[config.mk]
export PLATFORM = sky130hd
export DESIGN_NAME = iol_gearbox
export DESIGN_NICKNAME = d
export VERILOG_FILES = /design/src/rtl/iol_gearbox.sv
export SDC_FILE = /design/constraint.sdc
export NUM_CORES = 1
export LEC_CHECK = 0
export BUFFER_PORTS_ARGS = -buffer_cell sky130_fd_sc_hd__buf_4
export CORE_ASPECT_RATIO = 0.8
export CORE_UTILIZATION = 50
export DETAILED_ROUTE_END_ITERATION = 16
export HOLD_SLACK_MARGIN = 0.08
export PLACE_DENSITY = 0.72
export SYNTH_ARGS = -nofsm -noshare
export SYNTH_HDL_FRONTEND = slang
export SYNTH_SLANG_ARGS = --single-unit
[constraint.sdc]
create_clock -name SCLK -period 1.8 [get_ports SCLK]
set_input_delay 0.27 -clock SCLK [delete_from_list [all_inputs] [get_ports SCLK]]
set_output_delay 0.27 -clock SCLK [all_outputs]
set_load 0.02 [all_outputs]
[src/rtl/iol_gearbox.sv]
// Multi-lane I/O gearbox: LSB-first RX deserialiser with bitslip, gap-free TX serialiser.
// Define IOL_GEARBOX_AUTOALIGN_EN to build the lane-0 training-word alignment FSM.
module iol_gearbox #(
  parameter int              CHANNELS      = 4,
  parameter int              GEAR          = 4,
  parameter logic [GEAR-1:0] TRAIN_PATTERN = 4'b1100
) (
  input  logic                     SCLK,
  input  logic                     RSTN,
  input  logic [CHANNELS-1:0]      rx_d,
  input  logic                     bitslip,
  output logic [CHANNELS*GEAR-1:0] rx_q,
  output logic                     rx_valid,
  input  logic [CHANNELS*GEAR-1:0] tx_d,
  input  logic                     tx_valid,
  output logic                     tx_ready,
  output logic [CHANNELS-1:0]      tx_q,
  output logic                     aligned
);

  localparam int              CNT_W = (GEAR > 2) ? $clog2(GEAR) : 1;
  localparam logic [CNT_W-1:0] LAST = CNT_W'(GEAR - 1);

  logic                     slip;
  logic [CNT_W-1:0]         rx_cnt_p0;
  logic [CHANNELS*GEAR-1:0] rx_sr_p0;
  logic                     rx_vld_p0;

  // RX stage 0: shift every lane, count bits; a slip cycle holds the counter
  always_ff @(posedge SCLK or negedge RSTN) begin
    if (!RSTN) begin
      rx_sr_p0  <= '0;
      rx_cnt_p0 <= '0;
      rx_vld_p0 <= 1'b0;
    end else begin
      for (int n = 0; n < CHANNELS; n++) begin
        rx_sr_p0[n*GEAR +: GEAR] <= {rx_d[n], rx_sr_p0[n*GEAR+1 +: GEAR-1]};
      end
      rx_vld_p0 <= (rx_cnt_p0 == LAST) && !slip;
      if (!slip) begin
        rx_cnt_p0 <= (rx_cnt_p0 == LAST) ? '0 : rx_cnt_p0 + 1'b1;
      end
    end
  end

  // RX stage 1: publish the completed word together with its strobe
  always_ff @(posedge SCLK or negedge RSTN) begin
    if (!RSTN) begin
      rx_q     <= '0;
      rx_valid <= 1'b0;
    end else begin
      rx_valid <= rx_vld_p0;
      if (rx_vld_p0) begin
        rx_q <= rx_sr_p0;
      end
    end
  end

`ifdef IOL_GEARBOX_AUTOALIGN_EN
  localparam logic [1:0] SEARCH = 2'd0;
  localparam logic [1:0] CHECK  = 2'd1;
  localparam logic [1:0] LOCKED = 2'd2;

  logic [1:0] state;
  logic [1:0] match_cnt;
  logic       skip;
  logic       word_ok;
  logic       int_slip;

  assign word_ok  = (rx_q[GEAR-1:0] == TRAIN_PATTERN);
  assign int_slip = (state == SEARCH) && rx_valid && !skip && !word_ok;
  // External requests only move the boundary once locked; training owns it before that
  assign slip     = int_slip || ((state == LOCKED) && bitslip);

  always_ff @(posedge SCLK or negedge RSTN) begin
    if (!RSTN) begin
      state     <= SEARCH;
      match_cnt <= '0;
      skip      <= 1'b0;
      aligned   <= 1'b0;
    end else begin
      case (state)
        SEARCH: begin
          if (rx_valid) begin
            if (skip) begin
              skip <= 1'b0;
            end else if (!word_ok) begin
              skip <= 1'b1;
            end else begin
              state     <= CHECK;
              match_cnt <= '0;
            end
          end
        end
        CHECK: begin
          if (rx_valid) begin
            if (!word_ok) begin
              state <= SEARCH;
            end else if (match_cnt == 2'd3) begin
              state   <= LOCKED;
              aligned <= 1'b1;
            end else begin
              match_cnt <= match_cnt + 2'd1;
            end
          end
        end
        LOCKED: begin
          if (bitslip) begin
            state   <= SEARCH;
            aligned <= 1'b0;
          end
        end
        default: begin
          state   <= SEARCH;
          aligned <= 1'b0;
        end
      endcase
    end
  end
`else
  assign slip    = bitslip;
  assign aligned = 1'b0;
`endif

  logic                     tx_en;
  logic                     tx_busy;
  logic                     tx_fire;
  logic [CNT_W-1:0]         tx_cnt_p0;
  logic [CHANNELS*GEAR-1:0] tx_sr_p0;

  // Ready overlaps the last bit so consecutive words leave without a gap
  assign tx_ready = tx_en && (!tx_busy || (tx_cnt_p0 == LAST));
  assign tx_fire  = tx_valid && tx_ready;

  // TX stage 0: load on handshake, then walk remaining bits out LSB first
  always_ff @(posedge SCLK or negedge RSTN) begin
    if (!RSTN) begin
      tx_en     <= 1'b0;
      tx_busy   <= 1'b0;
      tx_cnt_p0 <= '0;
      tx_sr_p0  <= '0;
      tx_q      <= '0;
    end else begin
      tx_en <= 1'b1;
      if (tx_fire) begin
        tx_busy   <= 1'b1;
        tx_cnt_p0 <= '0;
        for (int n = 0; n < CHANNELS; n++) begin
          tx_q[n]                  <= tx_d[n*GEAR];
          tx_sr_p0[n*GEAR +: GEAR] <= {1'b0, tx_d[n*GEAR+1 +: GEAR-1]};
        end
      end else if (tx_busy) begin
        if (tx_cnt_p0 == LAST) begin
          tx_busy <= 1'b0;
          tx_q    <= '0;
        end else begin
          tx_cnt_p0 <= tx_cnt_p0 + 1'b1;
          for (int n = 0; n < CHANNELS; n++) begin
            tx_q[n]                  <= tx_sr_p0[n*GEAR];
            tx_sr_p0[n*GEAR +: GEAR] <= {1'b0, tx_sr_p0[n*GEAR+1 +: GEAR-1]};
          end
        end
      end
    end
  end

endmodule
* After elaboration in Yosys (flattened, before gate mapping)
Index checks and enable logic that the tools add are counted.
W data, S select, Z words.
** Storage, ports and cells
- Flip-flop bits (word level) :: 60
- Input port bits :: 24
- Output and inout port bits :: 23
- Logic and storage cells :: 36
** Operators by class
- Add/subtract/negate cells :: 2
- Eq/ne operators :: 3
- Multiplexer cells :: 13
- Reductions and logical operators :: 8
** Operator list (number)
- $mux W16 :: 3
- $mux W4 :: 3
- $mux W2 :: 4
- $add A2 B1 Y2 const B :: 2
- $eq A2 B2 Y1 const B :: 2
- $logic_and A1 B1 Y1 :: 3
- $mux W1 :: 3
- $logic_not A1 Y1 :: 2
- $ne A2 B2 Y1 const B :: 1
- $reduce_and A2 Y1 :: 1
- $reduce_bool A2 Y1 :: 1
- $logic_or A1 B1 Y1 :: 1

* Depth between registers and ports, before layout
Gate-level depths: netlist (run 1).
- Word-level depth :: 6
- Gate-level depth with buffers :: 5

* Worst setup path after synthesis (run 1)
OpenSTA, ideal clock, no wires.
- Path type :: register to register
- Start point :: reg tx_cnt_p0[0]
- End point :: reg tx_sr_p0[12]
- Library setup time :: 126 ps
- Arrival time :: 1278 ps
- Data required time :: 1674 ps
- Path slack :: 396 ps
- Stages on the path, launching flop included :: 6
- Cell sequence :: dfrtp_1 > ha_1 > nor2b_4 > nor2_2 > buf_6 > a221o_1
** On the way
- Longest elaborated chain between the ends :: 6
- Elaborated cells on any way between the ends :: 8
- Those cells by class :: eq/ne (2); mux (1); reduce/logical (5)
** RTL lines
- start, declared :: line 128 : logic [CNT_W-1:0] tx_cnt_p0;
- start signal, assigned :: line 157 : tx_cnt_p0 <= tx_cnt_p0 + 1'b1;
- $eq A2 B2 Y1 (*) :: line 132, 153
- $logic_or A1 B1 Y1 :: line 132 : assign tx_ready = tx_en && (!tx_busy || (tx_cnt_p0 == LAST));
- $logic_and A1 B1 Y1 :: line 132
- $logic_and A1 B1 Y1 :: line 133 : assign tx_fire = tx_valid && tx_ready;
- $ne A2 B2 Y1 (no source line) or $reduce_bool A2 Y1 (tied branches)
- $reduce_and A2 Y1 (no source line)
- end signal, assigned by index :: line 150 : tx_sr_p0[n*GEAR +: GEAR] <= {1'b0, tx_d[n*GEAR+1 +: GEAR-1]};
- end signal, assigned by index :: line 160 : tx_sr_p0[n*GEAR +: GEAR] <= {1'b0, tx_sr_p0[n*GEAR+1 +: GEAR-1]};
- end, declared :: line 129 : logic [CHANNELS*GEAR-1:0] tx_sr_p0;
Mark *: on every way between the ends. The rest lies on a longest branch, timed or not.
A chain may end at the register's enable or synchronous reset.

* Worst setup path after layout (run 1)
- Start point :: reg tx_cnt_p0[0]
- End point :: out tx_ready
** On the way
- Longest elaborated chain between the ends :: 3
** RTL lines
- $eq A2 B2 Y1 :: line 132
- $logic_or A1 B1 Y1 :: line 132
- $logic_and A1 B1 Y1 :: line 132
- end, declared :: line 16 : output logic tx_ready,
Every way passes these cells.

==> key figures, run 1 <==
STA
  – Setup TNS: 0 ps
  – Period utilization: 0.9611
  – Max-slew violations: 0
  – RSZ-0062 raised after global routing: false
  – Setup ws final: 69.98 ps
  – Highest Clock Rate: 578.0 MHz
  – Relative slew slack: 0.5622
  – Final Hold Fails: 0
  – Setup violators final: 0
  – Final min period: 1730 ps
  – Slew @ Worst Pin: 656.7 ps
  – Post-Route Skew: 3.160 ps

Synth
  – Synthesized net count: 163
  – Sequential share of the synthesized area: 0.6939
  – Syn. warnings: 0
  – Syn Inst Count: 137
  – Area leader, netlist: dfrtp_1
  – Synth Cell Area: 2019 um^2
  – Yosys reg bits: 56
  – Synth top area share: 0.6939
  – Synth top area cells: dfrtp_1, mux2_2, a221o_1
  – Synth cell types: 20
  – Syn Area/Cell: 14.74 um^2

Setup path
  – CP delay by family, top: flip-flops
  – Worst-path maximum fanout: 3
  – Arr. time, crit path: 1460 ps
  – CP Cell Sequence: ha_2, or2b_1, and2_1, buf_4
  – Critical Path Source: tx_cnt_p0[0]
  – Buf/Inv on CP: 1
  – Crit path depth: 4
  – FF-to-FF End: tx_sr_p0[9]
  – Crit path required time: 1530 ps
  – Worst r2r src: tx_cnt_p0[0]
  – CP endpoint kind: output port
  – Slowest-stage cell, CP: dfrtp_1
  – End point of the critical path: tx_ready
  – CP startpoint kind: flip-flop
  – Reg2reg setup slack: 390 ps
  – Largest stage delay on the critical path: 410 ps
  – WS Path Type: flip-flop to output port
  – FF-to-FF path depth: 4

Floorplan
  – Rows: 20
  – Die Y-Extent: 58.84 um
  – Initial Utilization: 0.5275
  – DIE WIDTH: 73.06 um
  – # IOs: 47
  – Total Die Area: 4299 um^2
  – Core box area: 3829 um^2

Clock network
  – Max Buffers Root-to-Sink: 2
  – Skew-Pair Late Insertion Delay: 300 ps
  – TritonCTS Buffers: 5
  – CTS root buf: clkbuf_8
  – Clk sink count: 56
  – Clock slew at reported path FFs: 90 ps
  – H-tree levels: 2
  – CTS tree: built

Drt
  – Initial DRT Pass Iterations: 4
  – Vias per inst: 4.911
  – Vias after detailed routing: 1208
  – Routed Antenna Nets: 0
  – DRC viols: 0
  – Drt wl/cell: 13.95 um
  – Routed WL: 3432 um
  – Iteration-0 DRC Markers: 70

Power
  – Clk pwr share: 0.187
  – Sequential power share: 0.438
  – Sw frac: 0.3282
  – PD cells: 1652 nW/um^2
  – Worst vdd ir: 0.0008531 V
  – Comb pwr share: 0.375
  – Leak pwr: 0.001247 uW
  – Sw Pwr: 1393 uW
  – Internal power: 2850 uW

Placement
  – Setup Slack @ Placement: 368.2 ps
  – Area after DPL: 2405 um^2
  – Placed Cells: 233
  – Placer Congestion: 0.7093
  – Detail Placement HPWL: 2306 um
  – Port-buffer cells: 45

Global routing
  – Vias in the first global route: 1231
  – Largest net degree at the start of global routing: 57
  – First-pass GRT wire length: 5506 um
  – Overflow after GRT: 0
  – Total GRT Usage: 0.1805
  – Initial antenna violation count: 0

Layout
  – Register Area: 1401 um^2
  – FILL cells: 307
  – Final core occ: 0.6709
  – Post-layout instance count excluding filler cells: 246
  – Area growth from synthesis to layout: 27.20%
  – Ant. Diodes: 0
  – Multi-input gate area: 573.1 um^2
  – Fin nets: 216
  – Layout cells sized above 1: 0.4031
  – Commonest non-fill, non-tap cells in the layout: dfrtp_1, buf_4, mux2_2, and2_1, a221o_1
  – Commonest non-fill, non-tap cell in the layout: dfrtp_1
  – Design area: 2569 um^2

Flow run
  – Maxcap violations: 0

Outcome
  – Status: completed

Min path
  – Hold Crit Class: input port to flip-flop
[flip-flops by register name, summed over array words and instances, names as in the netlist]
name	count
rx_cnt_p0	2
rx_q	16
rx_sr_p0	16
rx_valid	1
rx_vld_p0	1
tx_busy	1
tx_cnt_p0	2
tx_en	1
tx_q	4
tx_sr_p0	12
[worst min path at each step]
stage	cells after the start	from	endpoint
2_1_floorplan	0	RSTN	rx_cnt_p0[0]
3_3_place_gp	1	RSTN	tx_q[1]
3_5_place_dp	1	RSTN	tx_q[0]
4_1_cts	2	bitslip	rx_vld_p0
5_1_grt	2	bitslip	rx_vld_p0
6_report	2	bitslip	rx_vld_p0
[power groups by stage]
stage / clock network [uW] / logic (uW) / registers (uW)
floorplan: 0 / 701 / 2140
global placement: 0 / 1540 / 1860
detailed placement: 0 / 1590 / 1880
CTS: 814 / 1610 / 1860
global route: 875 / 1720 / 1910
finish: 793 / 1590 / 1860
[metal layers]
layer	up-vias	global-route usage	wire length, um
li1	582	-	-
met3	4	0.06849	156
met4	0	0.05042	21
met5	-	0	0
met1	599	0.2142	1514
met2	23	0.3095	1740
[kinds of logic after synthesis]
kind of cell,count (synthesis),share of synthesized area
flip-flops,56,0.6939
AND/OR/NAND/NOR,37,0.1035
multiplexers,17,0.09479
AO/OA/AOI/OAI,15,0.06815
buffers and inverters,8,0.02354
adder cells (fa/ha/maj),2,0.01239
other,2,0.003719
[worst register-to-register path: cells and delay by family (launching register included)]
kind | cells | cell delay (ps)
and+or+nand+nor | 2 | 290
DFF | 1 | 410
AOI/OAI and AO/OA | 1 | 380
adders and majority gates | 1 | 220
[cell usage after synthesis]
cell type	count
a21o_1	1
a21oi_1	1
a221o_1	12
and2_1	14
buf_2	5
buf_4	1
buf_6	1
conb_1	2
dfrtp_1	56
ha_1	2
inv_1	1
mux2_2	17
nand2_1	7
nand3_1	10
nor2_2	2
nor2b_1	1
nor2b_4	1
nor3_1	1
o21ai_0	1
or2b_1	1
[area by class of cell]
| cell class | instances | share of cell area |
|---|---|---|
| multi-input combinational | 73 | 0.2231 |
| sequential | 56 | 0.5455 |
| timing repair buffer | 53 | 0.1598 |
| clock inverter | 3 | 0.01656 |
| inverter | 1 | 0.001461 |
| clock buffer | 5 | 0.02679 |
| tap | 55 | 0.02679 |
[repair_timing]
action	CTS	global route
endpoints found under the hold margin	60	0
endpoints found under the setup margin	0	1
resized for setup	0	1
hold buffers	5	0
buffers inserted	0	0
[per-stage QoR]
stage,hold slack [ps],total power [uW]
after detailed placement,352.8,3475
after global routing,118.4,4505
after CTS,132.6,4286
after global placement,332.8,3395
final,135.4,4243
after floorplan,-25.59,2836
Note: power is estimated with default switching activity, not from simulation.
==> run 2, diff against run 1 <==
--- a/config.mk
+++ b/config.mk
@@ -6,11 +6,13 @@
 export NUM_CORES = 1
 export LEC_CHECK = 0
 export BUFFER_PORTS_ARGS = -buffer_cell sky130_fd_sc_hd__buf_4
+export CELL_PAD_IN_SITES_DETAIL_PLACEMENT = 2
+export CELL_PAD_IN_SITES_GLOBAL_PLACEMENT = 2
 export CORE_ASPECT_RATIO = 0.8
-export CORE_UTILIZATION = 50
+export CORE_UTILIZATION = 36
 export DETAILED_ROUTE_END_ITERATION = 16
 export HOLD_SLACK_MARGIN = 0.08
-export PLACE_DENSITY = 0.72
+export PLACE_DENSITY = 0.75
 export SYNTH_ARGS = -nofsm -noshare
 export SYNTH_HDL_FRONTEND = slang
 export SYNTH_SLANG_ARGS = --single-unit
==> key figures, run 2 (same netlist as run 1, synthesis figures left out) <==
Outcome
  – Status: completed

Layout
  – Layout cells sized above 1: 0.4031 (unchanged)
  – Fin nets: 217 (+0.46%)
  – FILL cells: 499 (+63%)
  – Regs by FF count: rx_q x16, rx_sr_p0 x16, tx_sr_p0 x12
  – Final core occ: 0.5028 (-0.1682)
  – Commonest non-fill, non-tap cell in the layout: dfrtp_1
  – Area growth from synthesis to layout: 29.68%
  – Ant. Diodes: 0 (unchanged)
  – Commonest non-fill, non-tap cells in the layout: dfrtp_1, buf_4, mux2_2, and2_1, a221o_1

Global routing
  – Initial antenna violation count: 0 (unchanged)
  – Vias in the first global route: 1368 (+11%)
  – Largest net degree at the start of global routing: 57 (unchanged)
  – Total GRT Usage: 0.1551 (-0.02543)
  – Overflow after GRT: 0 (unchanged)
  – First-pass GRT wire length: 6630 um (+20%)

Setup path
  – Arr. time, crit path: 1450 ps (about the same)
  – CP endpoint kind: output port
  – Worst-path maximum fanout: 3 (unchanged)
  – CP startpoint kind: flip-flop
  – Crit path required time: 1530 ps (about the same)
  – WS Path Type: flip-flop to output port

Min path
  – Hold Crit Class: input port to flip-flop

STA
  – Setup violators final: 0 (unchanged)
  – Final Hold Fails: 0 (unchanged)
  – Hold Slack: 147.0 ps (+11.64 ps)
  – Final min period: 1724 ps (-5.605 ps)
  – Max-slew violations: 0 (unchanged)
  – Setup ws final: 75.58 ps (+5.605 ps)
  – Period utilization: 0.9580 (-0.003114)
  – Setup TNS: 0 ps (unchanged)
  – Highest Clock Rate: 579.9 MHz (+0.33%)
  – Slew @ Worst Pin: 695.1 ps (+38.45 ps)
  – Post-Route Skew: 3.482 ps (+0.3221 ps)
  – Relative slew slack: 0.5366 (-0.02563)
  – RSZ-0062 raised after global routing: false

Placement
  – Port-buffer cells: 45 (unchanged)
  – Placer Congestion: 0.7675 (+8.2%)
  – Setup Slack @ Placement: 352.1 ps (-16.14 ps)
  – Detail Placement HPWL: 2933 um (+27%)

Floorplan
  – Core box area: 5209 um^2 (+36%)
  – Total Die Area: 5915 um^2 (+38%)
  – Initial Utilization: 0.3877 (-0.1397)
  – Die Y-Extent: 68.99 um (+17%)
  – DIE WIDTH: 85.74 um (+17%)
  – Rows: 23 (+15%)
  – # IOs: 47 (unchanged)

Clock network
  – Clock slew at reported path FFs: 90 ps (about the same)
  – CTS root buf: clkbuf_8
  – H-tree levels: 2 (unchanged)
  – Max Buffers Root-to-Sink: 2 (unchanged)
  – TritonCTS Buffers: 5 (unchanged)
  – Skew-Pair Late Insertion Delay: 300 ps (about the same)
  – Clk sink count: 56 (unchanged)
  – CTS tree: built

Drt
  – Initial DRT Pass Iterations: 4 (unchanged)
  – Vias per inst: 4.699 (-4.3%)
  – Routed Antenna Nets: 0 (unchanged)
  – Iteration-0 DRC Markers: 36 (-49%)
  – Drt wl/cell: 15.83 um (+13%)
  – Routed WL: 4210 um (+23%)
  – DRC viols: 0 (unchanged)
  – Vias after detailed routing: 1250 (+3.5%)

Power
  – PD cells: 1695 nW/um^2 (+2.6%)
  – Leak pwr: 0.001262 uW (+1.2%)
  – Total Power: 4439 uW (+4.6%)
  – Worst vdd ir: 0.0006161 V (-28%)

Flow run
  – Maxcap violations: 0 (unchanged)
[run 2: cell count changes in the layout (fill, tap and decap cells not counted), sizes merged]
| cell | before | now |
|---|---|---|
| buf | 48 | 49 |
| bufinv | 1 | 2 |
| clkinv | 1 | 0 |
| clkinvlp | 1 | 0 |
[run 2: final timing paths]
| check | from | end | slack (ps) | cells after the start |
|---|---|---|---|---|
| min in group asynchronous | RSTN | tx_en | 550 | 2 |
| worst min-delay path | bitslip | rx_vld_p0 | 150 | 2 |
| worst max register to register | tx_cnt_p0[0] | tx_sr_p0[8] | 390 | 4 |
| worst min register to register | rx_sr_p0[3] | rx_sr_p0[2] | 380 | 0 |
| max in group asynchronous | RSTN | tx_q[3] | 790 | 2 |
| worst max-delay path | tx_cnt_p0[0] | tx_ready | 80 | 4 |
[run 2: worst max-delay path, cell delays in order (launching register included)]
cell	delay (ps)
dfrtp_1	410
ha_2	210
or2b_1	240
and2_1	150
buf_4	150
[run 2: cell type report]
type                            instances  area [um^2]  share of cell area
Sequential cell                        56         1401              0.5351
Clock inverter                          2        60.06             0.02293
Clock buffer                            5        68.82             0.02628
Tap cell                               75        93.84             0.03583
Multi-Input combinational cell         73        573.1              0.2188
Timing Repair Buffer                   54        417.9              0.1596
Inverter                                1        3.754            0.001433
[run 2: per-stage QoR]
step,area (um^2),std cells
2_1_floorplan,2019,137
3_3_place_gp,2430,253
3_5_place_dp,2430,253
4_1_cts,2609,265
5_1_grt,2619,266
6_report,2619,266
[run 2: repair_timing]
item / CTS / global route
hold buffers: 5 / 0
setup buffers: 0 / 1
resized for setup: 0 / 1
endpoints found under the setup margin: 0 / 1
hold endpoints to repair: 60 / 0
[run 2: routing by layer]
metal | track usage | wire (um) | vias to the layer above
met5 | 0 | 0 | -
met4 | 0.05625 | 41 | 0
met3 | 0.04167 | 143 | 5
met2 | 0.2810 | 2213 | 26
met1 | 0.1809 | 1811 | 639
li1 | - | - | 580
[run 2: report_power, final]
part / total (uW) / switching [uW] / internal (uW)
clock: 931 / 383 / 547
sequential: 1860 / 212 / 1650
combinational: 1640 / 841 / 803
total: 4440 / 1440 / 3000
==> run 3, diff against run 2 <==
--- a/config.mk
+++ b/config.mk
@@ -9,10 +9,10 @@
 export CELL_PAD_IN_SITES_DETAIL_PLACEMENT = 2
 export CELL_PAD_IN_SITES_GLOBAL_PLACEMENT = 2
 export CORE_ASPECT_RATIO = 0.8
-export CORE_UTILIZATION = 36
+export CORE_UTILIZATION = 35
 export DETAILED_ROUTE_END_ITERATION = 16
 export HOLD_SLACK_MARGIN = 0.08
-export PLACE_DENSITY = 0.75
+export PLACE_DENSITY = 0.73
 export SYNTH_ARGS = -nofsm -noshare
 export SYNTH_HDL_FRONTEND = slang
 export SYNTH_SLANG_ARGS = --single-unit
==> key figures, run 3 (same netlist as run 1, synthesis figures left out) <==
Setup path
  – Arr. time, crit path: 1460 ps (about the same)
  – CP endpoint kind: output port
  – CP startpoint kind: flip-flop
  – Largest stage delay on the critical path: 440 ps (+30 ps)
  – Reg2reg setup slack: 380 ps (about the same)
  – WS Path Type: flip-flop to output port
  – CP Cell Sequence: ha_4, or2b_1, and2_1, buf_4
  – Crit path required time: 1530 ps (about the same)
  – Worst-path maximum fanout: 3 (unchanged)
  – Slowest-stage cell, CP: dfrtp_1

Power
  – Sw frac: 0.3455 (+0.02181)
  – Sequential power share: 0.445 (+0.025)
  – Sw Pwr: 1463 uW (+1.9%)
  – Internal power: 2772 uW (-7.7%)
  – Clk pwr share: 0.164 (-0.046)
  – Worst vdd ir: 0.0006608 V (+7.3%)
  – PD cells: 1635 nW/um^2 (-3.5%)
  – Comb pwr share: 0.391 (+0.021)
  – Leak pwr: 0.001238 uW (-1.8%)
  – Total Power: 4236 uW (-4.6%)

Global routing
  – Overflow after GRT: 0 (unchanged)
  – Initial antenna violation count: 0 (unchanged)
  – Total GRT Usage: 0.1622 (+0.007165)
  – Vias in the first global route: 1443 (+5.5%)
  – First-pass GRT wire length: 7514 um (+13%)
  – Largest net degree at the start of global routing: 57 (unchanged)

Layout
  – Ant. Diodes: 0 (unchanged)
  – Commonest non-fill, non-tap cell in the layout: dfrtp_1
  – Fin nets: 216 (-0.46%)
  – Area growth from synthesis to layout: 28.25%
  – Layout cells sized above 1: 0.3979 (-0.005236)
  – Regs by FF count: rx_q x16, rx_sr_p0 x16, tx_sr_p0 x12
  – Commonest non-fill, non-tap cells in the layout: dfrtp_1, buf_4, mux2_2, and2_1, a221o_1

STA
  – Max-slew violations: 0 (unchanged)
  – Post-Route Skew: 3.856 ps (+0.3739 ps)
  – Highest Clock Rate: 579.3 MHz (-0.11%)
  – Slew @ Worst Pin: 697.1 ps (+1.947 ps)
  – Relative slew slack: 0.5353 (-0.001299)
  – Period utilization: 0.9590 (+0.001028)
  – RSZ-0062 raised after global routing: false
  – Setup violators final: 0 (unchanged)
  – Setup TNS: 0 ps (unchanged)
  – Final Hold Fails: 0 (unchanged)
  – Final min period: 1726 ps (+1.850 ps)

Floorplan
  – DIE WIDTH: 86.93 um (+1.4%)
  – Die Y-Extent: 69.94 um (+1.4%)
  – Total Die Area: 6080 um^2 (+2.8%)
  – Initial Utilization: 0.3675 (-0.02021)
  – # IOs: 47 (unchanged)
  – Rows: 24 (+4.3%)
  – Core box area: 5495 um^2 (+5.5%)

Drt
  – Drt wl/cell: 16.37 um (+3.4%)
  – DRC viols: 0 (unchanged)
  – Routed Antenna Nets: 0 (unchanged)
  – Vias after detailed routing: 1264 (+1.1%)
  – Routed WL: 4403 um (+4.6%)
  – Iteration-0 DRC Markers: 61 (+69%)
  – Initial DRT Pass Iterations: 2 (-2)
  – Vias per inst: 4.699 (about the same)

Clock network
  – Max Buffers Root-to-Sink: 2 (unchanged)
  – Clock slew at reported path FFs: 90 ps (about the same)
  – CTS tree: built
  – Skew-Pair Late Insertion Delay: 300 ps (about the same)
  – Post-CTS Setup Bufs: 0 (unchanged)
  – CTS root buf: clkbuf_8
  – H-tree levels: 2 (unchanged)
  – Clk sink count: 56 (unchanged)
  – TritonCTS Buffers: 5 (unchanged)

Placement
  – Detail Placement HPWL: 3159 um (+7.7%)
  – Port-buffer cells: 45 (unchanged)
  – Placer Congestion: 0.7318 (-4.7%)

Flow run
  – Maxcap violations: 0 (unchanged)

Min path
  – Hold Crit Class: input port to flip-flop

Outcome
  – Status: completed
## run 3: changes by cell type in the layout (fill, tap and decap cells not counted), sizes merged
| cell | previous run | this run |
|---|---|---|
| clkinvlp | 0 | 1 |
| clkbuf | 5 | 7 |
| buf | 49 | 48 |
| bufinv | 2 | 0 |
## run 3: worst paths after layout
path / cells past startpoint / start / endpoint
setup / recovery: 4 / tx_cnt_p0[0] / tx_ready
hold / removal: 2 / bitslip / rx_vld_p0
setup reg to reg: 4 / tx_cnt_p0[0] / tx_sr_p0[5]
hold reg to reg: 0 / rx_sr_p0[13] / rx_sr_p0[12]
max in group asynchronous: 2 / RSTN / tx_cnt_p0[1]
min in group asynchronous: 2 / RSTN / rx_q[4]
## run 3: routing by layer
metal / routed length, um / up-vias / GRT usage / share of wire
li1: - / 577 / - / -
met4: 7 / 0 / 0.03333 / 0.0016
met3: 156 / 2 / 0.03783 / 0.035
met2: 2400 / 25 / 0.2870 / 0.55
met5: 0 / - / 0 / 0
met1: 1838 / 660 / 0.2014 / 0.42
## run 3: worst max-delay path, delay by kind of cell, from the launching register on
family	cells	cell delay (ps)
simple gates	2	390
flops	1	440
fa+ha+maj	1	190
buf+inv	1	150
## run 3: cell type report
type	count	area (um^2)
Fill cell	564	2905
Sequential cell	56	1401
Inverter	1	3.754
Multi-Input combinational cell	73	583.1
Clock inverter	1	7.507
Clock buffer	7	86.33
Tap cell	78	97.59
Timing Repair Buffer	53	410.4
## run 3: stage by stage
stage	setup slack, ps	cell area (um^2)	instances	hold slack, ps	util
detailed placement	340.8	2434	256	358.6	0.4429
CTS	2.815	2577	269	152.6	0.4690
floorplan	395.7	2019	137	-25.59	-
global placement	389.1	2434	256	341.4	0.4429
finish	73.73	2590	269	164.6	0.4713
global route	11.29	2590	269	159.0	0.4713
## run 3: timing repair
| action | CTS | global route |
|---|---|---|
| endpoints found under the setup margin | 0 | 1 |
| hold buffers | 5 | 0 |
| endpoints found under the hold margin | 60 | 0 |
| gates resized for setup | 0 | 2 |
## run 3: power groups by stage
stage	registers, uW	logic, uW	clock network, uW
finish	1880	1660	694
CTS	1890	1670	732
floorplan	2140	701	0
global route	1930	1800	761
detailed placement	1910	1650	0
global placement	1860	1550	0
